===== src/rtl/y86_pkg.sv =====
// Shared constants and types for the Y86-64 write-back path.
// Holds register IDs, datapath widths, the sequencer state encoding and request classes.
package y86_pkg;

    localparam int DATA_W = 64;
    localparam int ADDR_W = 4;

    localparam logic [3:0] RNONE = 4'hF;
    localparam logic [3:0] RRSP  = 4'h4;

    typedef enum logic {
        IDLE = 1'b0,
        HOLD = 1'b1
    } state_t;

    typedef enum logic [1:0] {
        REQ_NONE     = 2'd0,
        REQ_SINGLE_E = 2'd1,
        REQ_SINGLE_M = 2'd2,
        REQ_DUAL     = 2'd3
    } req_class_t;

endpackage


===== src/rtl/wb_req_classify.sv =====
// Decodes a write-back request into NONE / SINGLE_E / SINGLE_M / DUAL.
// A shared destination collapses to SINGLE_M so the M result wins (popq %rsp).
module wb_req_classify #(
    parameter int                ADDR_W = y86_pkg::ADDR_W,
    parameter logic [ADDR_W-1:0] RNONE  = y86_pkg::RNONE
) (
    input  logic [ADDR_W-1:0]   dstE,
    input  logic [ADDR_W-1:0]   dstM,
    output y86_pkg::req_class_t req_class
);
    import y86_pkg::*;

    logic e_wr;
    logic m_wr;

    assign e_wr = (dstE != RNONE);
    assign m_wr = (dstM != RNONE);

    always_comb begin
        req_class = REQ_NONE;
        if (e_wr && m_wr) begin
            req_class = (dstE == dstM) ? REQ_SINGLE_M : REQ_DUAL;
        end else if (m_wr) begin
            req_class = REQ_SINGLE_M;
        end else if (e_wr) begin
            req_class = REQ_SINGLE_E;
        end
    end

endmodule


===== src/rtl/wb_port_sequencer.sv =====
// Serialises the E and M write-back results onto a single-write-port register file.
// A DUAL request issues E first, parks M in pend_* for one cycle, and stalls upstream.
//
// state | meaning
// IDLE  | ready for a request; issues its first (or only) write
// HOLD  | issuing the parked M write; upstream stalled
module wb_port_sequencer #(
    parameter int                DATA_W = y86_pkg::DATA_W,
    parameter int                ADDR_W = y86_pkg::ADDR_W,
    parameter logic [ADDR_W-1:0] RNONE  = y86_pkg::RNONE
) (
    input  logic              clk,
    input  logic              rst,
    input  logic              in_valid,
    output logic              in_ready,
    input  logic [ADDR_W-1:0] dstE,
    input  logic [DATA_W-1:0] valE,
    input  logic [ADDR_W-1:0] dstM,
    input  logic [DATA_W-1:0] valM,
    output logic              rf_we,
    output logic [ADDR_W-1:0] rf_addr,
    output logic [DATA_W-1:0] rf_data,
    output logic              pend_valid,
    output logic [ADDR_W-1:0] pend_dst,
    output logic [DATA_W-1:0] pend_val,
    output logic [31:0]       wr_count
);
    import y86_pkg::*;

    state_t            state;
    state_t            state_nx;
    req_class_t        req_class;
    logic              rf_we_nx;
    logic [ADDR_W-1:0] rf_addr_nx;
    logic [DATA_W-1:0] rf_data_nx;
    logic              pend_valid_nx;
    logic [ADDR_W-1:0] pend_dst_nx;
    logic [DATA_W-1:0] pend_val_nx;

    wb_req_classify #(
        .ADDR_W (ADDR_W),
        .RNONE  (RNONE)
    ) u_classify (
        .dstE      (dstE),
        .dstM      (dstM),
        .req_class (req_class)
    );

    assign in_ready = (state == IDLE);

    always_comb begin
        state_nx      = state;
        rf_we_nx      = 1'b0;
        rf_addr_nx    = rf_addr;
        rf_data_nx    = rf_data;
        pend_valid_nx = pend_valid;
        pend_dst_nx   = pend_dst;
        pend_val_nx   = pend_val;
        case (state)
            IDLE: begin
                if (in_valid) begin
                    case (req_class)
                        REQ_SINGLE_E: begin
                            rf_we_nx   = 1'b1;
                            rf_addr_nx = dstE;
                            rf_data_nx = valE;
                        end
                        REQ_SINGLE_M: begin
                            rf_we_nx   = 1'b1;
                            rf_addr_nx = dstM;
                            rf_data_nx = valM;
                        end
                        REQ_DUAL: begin
                            rf_we_nx      = 1'b1;
                            rf_addr_nx    = dstE;
                            rf_data_nx    = valE;
                            pend_valid_nx = 1'b1;
                            pend_dst_nx   = dstM;
                            pend_val_nx   = valM;
                            state_nx      = HOLD;
                        end
                        default: ;
                    endcase
                end
            end
            HOLD: begin
                // pend_val is left as-is; it is only meaningful with pend_valid.
                rf_we_nx      = 1'b1;
                rf_addr_nx    = pend_dst;
                rf_data_nx    = pend_val;
                pend_valid_nx = 1'b0;
                pend_dst_nx   = RNONE;
                state_nx      = IDLE;
            end
            default: state_nx = IDLE;
        endcase
    end

    always_ff @(posedge clk or posedge rst) begin
        if (rst) begin
            state      <= IDLE;
            rf_we      <= 1'b0;
            rf_addr    <= RNONE;
            rf_data    <= '0;
            pend_valid <= 1'b0;
            pend_dst   <= RNONE;
            pend_val   <= '0;
            wr_count   <= '0;
        end else begin
            state      <= state_nx;
            rf_we      <= rf_we_nx;
            rf_addr    <= rf_addr_nx;
            rf_data    <= rf_data_nx;
            pend_valid <= pend_valid_nx;
            pend_dst   <= pend_dst_nx;
            pend_val   <= pend_val_nx;
            wr_count   <= wr_count + 32'(rf_we_nx);
        end
    end

endmodule


===== config.mk =====
export PLATFORM = sky130hd
export DESIGN_NAME = wb_port_sequencer
export DESIGN_NICKNAME = d
export VERILOG_FILES = /design/src/rtl/y86_pkg.sv /design/src/rtl/wb_req_classify.sv /design/src/rtl/wb_port_sequencer.sv
export SDC_FILE = /design/constraint.sdc
export NUM_CORES = 1
export LEC_CHECK = 0
export ABC_AREA = 0
export CELL_PAD_IN_SITES_DETAIL_PLACEMENT = 1
export CELL_PAD_IN_SITES_GLOBAL_PLACEMENT = 1
export CORE_AREA = 2 2 155 157
export CTS_BUF_LIST = sky130_fd_sc_hd__clkbuf_4 sky130_fd_sc_hd__clkbuf_8
export CTS_CLUSTER_DIAMETER = 80
export DETAILED_ROUTE_END_ITERATION = 12
export DIE_AREA = 0 0 157 159
export GPL_TIMING_DRIVEN = 0
export PLACE_DENSITY_LB_ADDON = 0.1
export SLEW_MARGIN = 10
export SYNTH_ARGS = -nofsm -noshare
export SYNTH_HDL_FRONTEND = slang
export SYNTH_SLANG_ARGS = --single-unit

===== constraint.sdc =====
create_clock -name clk -period 9.3 [get_ports clk]
set_input_delay 2.79 -clock clk [delete_from_list [all_inputs] [get_ports clk]]
set_output_delay 2.79 -clock clk [all_outputs]
set_load 0.05 [all_outputs]

==> run metrics <==
CP startpoint kind=input port; TNS Setup=0 ns; Die W=157 um; setup slack, reg-to-reg=6.06 ns; worst-case clock buffer depth=2; post-DP HPWL=20.1 mm; Clock transition at path regs=0.10 ns; pwr/cell area=246 nW/um2; leading register cell type out of synthesis=dfrtp_1; fraction of registers with async set/reset=100%; Lkg Pwr=4.93 nW; crit path kind=in -> reg; remaining routing DRC violations=0; Period minus WS final=6.02 ns; Total Routing Usage GR=22.5%; final critical-path share of the clock period=64.8%; cell taking the most area after synthesis=dfrtp_1; Least-Margin Pin Slew=0.960 ns; CORE AREA=23200 um2; Critical Path Sink Type=flop; H-tree depth=4; Yosys reg bits=171; total gr overflow=0; Rel. slew slack=35.4%; top area cells in the synthesized netlist=dfrtp_1 53%, mux2_4 9.5%, a221o_1 8.5%, nand2_1 6.9%, o21ai_0 4.3%; outcome=finished, final reports clean; FMAX=0.166 GHz; final hold viol count=0; Final Instance Count excl. Fillers=1339; Detail Route met3 WL=2.18 mm; CTS sink cnt=171; warnings from Yosys=0; Worst Skew=0.0153 ns; antenna viol nets, final=0; Routed WL=27.8 mm; RSZ-0062 raised after global routing=no; initial antenna violation count=2; Syn-to-layout area delta=51.4%; # hold bufs at CTS=0; endpoints failing setup=0; sequential-to-total area share from yosys stat=55.3%; Port Buffers=309; CP arrival=6.39 ns; count of cell types in the netlist=32; Root Buffer=clkbuf_8; max-capacitance violation count=0; count leader, synth=dfrtp_1; drt first-iter violations=263; Gate Count Post-Synth=676; metal1 wirelength=11.5 mm; Post-synth EDFFs=0; syn_area_per_cell=11.5 um2; average vias per placed instance=5.08; Core Rows=56; Ports=310; area share of the leading cell type in the synthesized netlist=52.6%; Post-Place Cells=1305; fin area=11700 um2; layout cells sized above 1=12.8%; Met2 Wirelength=13.2 mm; Post-Place Cell Area=11300 um2; final layout net count=1146; Max Slew Vio Count=0; Initial Utilization=33.4%; DR WL/cell=20.8 um; Peak VDD IR=0.0903 mV; CTS tree=built; CP Max Fanout=10; via count of the routed design=6808; clk_lat worst skew=0.47 ns; Resize count post-CTS=0; hold slack final=0.474 ns; Setup Fix Bufs, Post-CTS=0; die area=25000 um2; Top Layer Used=met4; first-pass GRT wire length=43.2 mm; Commonest cells post-synth=163 x dfrtp_1, 143 x nand2_1, 66 x a221o_1, 66 x o21ai_0, 49 x mux2_4; vias in the first global route=7520; largest net degree at the start of global routing=102; Post-Syn Area=7760 um2; drt pass-1 iters=5; net count after synthesis=817; number of fill cells=2523; Hold WC Path Type=reg -> reg; final core occ=50.6%; Num CTS Buffers=17; Placer Congestion=0.800; Worst EP required=9.66 ns; DIE HEIGHT=159 um
==> cells by family (layout without fill, tap and decap cells) <==
logic type,count (synthesis),after routing,share of synthesized area (%)
multiplexers,68,68,12.2
XOR/XNOR,34,34,3.84
adder cells (fa/ha/maj),2,2,0.323
AO/OA/AOI/OAI,143,143,13.8
AND/OR/NAND/NOR,208,208,11.3
other,0,2,0
buffers and inverters,50,392,3.23
flip-flops,171,171,55.3
==> path summary, 6_finish.rpt <==
kind	endpoint	from	depth (start not counted)
min in group asynchronous	rf_data[24]	rst	2
worst max register to register	wr_count[28]	state	10
worst min-delay path	wr_count[31]	wr_count[31]	1
max in group asynchronous	pend_val[4]	rst	3
worst max-delay path	wr_count[28]	dstM[3]	12
worst min register to register	wr_count[31]	wr_count[31]	1
==> per-stage QoR <==
stage          setup WS, ns  power (mW)
6_report               3.28        2.89
3_3_place_gp         -0.908        2.28
3_5_place_dp           2.55        2.29
5_1_grt                2.94        3.01
2_1_floorplan          1.89        1.81
4_1_cts                3.05        2.91
==> cells in the final DEF, fill, tap and decap left out, drive strengths merged, types with 14 or more instances in the layout <==
cell type      synthesis  final
buf                   20     21
xnor2                 25     25
nand2                143    143
a221o                 66     66
nand3                 15     15
nor2                  18     18
clkdlybuf4s50          0    309
dfrtp                163    163
o21ai                 66     66
nand4                 14     14
clkbuf                25     45
mux2                  64     64
==> sequential cells by signal, summed over array words and instances, names as in the netlist <==
name	flops
rf_data	64
pend_valid	1
rf_addr	4
pend_val	64
wr_count	32
state	1
rf_we	1
pend_dst	4
==> cell type report <==
type                    count  area, um2  area share, %
repair buffers            310       3120           26.6
flip-flops and latches    171       4290           36.5
plain buffers              45        231           1.97
clock inverters            12        193           1.64
multi-input cells         455       3220           27.4
diodes                      2       5.00         0.0426
well taps                 319        399           3.40
inverters                   5       26.3          0.224
clock buffers              20        256           2.18
==> critical path, cell delays in order <==
cell and delay, ns:
clkdlybuf4s50_1 0.52, nand4_1 0.30, o21a_1 0.27, clkbuf_1 0.54, nor2_1 0.17, inv_1 0.12
ha_1 0.20, ha_1 0.22, inv_1 0.08, nor4_1 0.78, nand3_1 0.20, xnor2_1 0.19
==> routing by layer <==
| layer | up-vias | GRT usage, % |
|---|---|---|
| li1 | 3091 | - |
| met1 | 3441 | 27.6 |
| met2 | 232 | 36.3 |
| met3 | 44 | 8.03 |
| met4 | 0 | 8.01 |
| met5 | - | 0 |
==> where the power goes <==
part	switching, mW	leakage, nW	internal (mW)
Sequential	0.112	2.09	0.894
Clock	0.303	0.222	0.307
Combinational	0.799	2.62	0.472
Total	1.21	4.93	1.67
(Power assumes the default switching activity.)
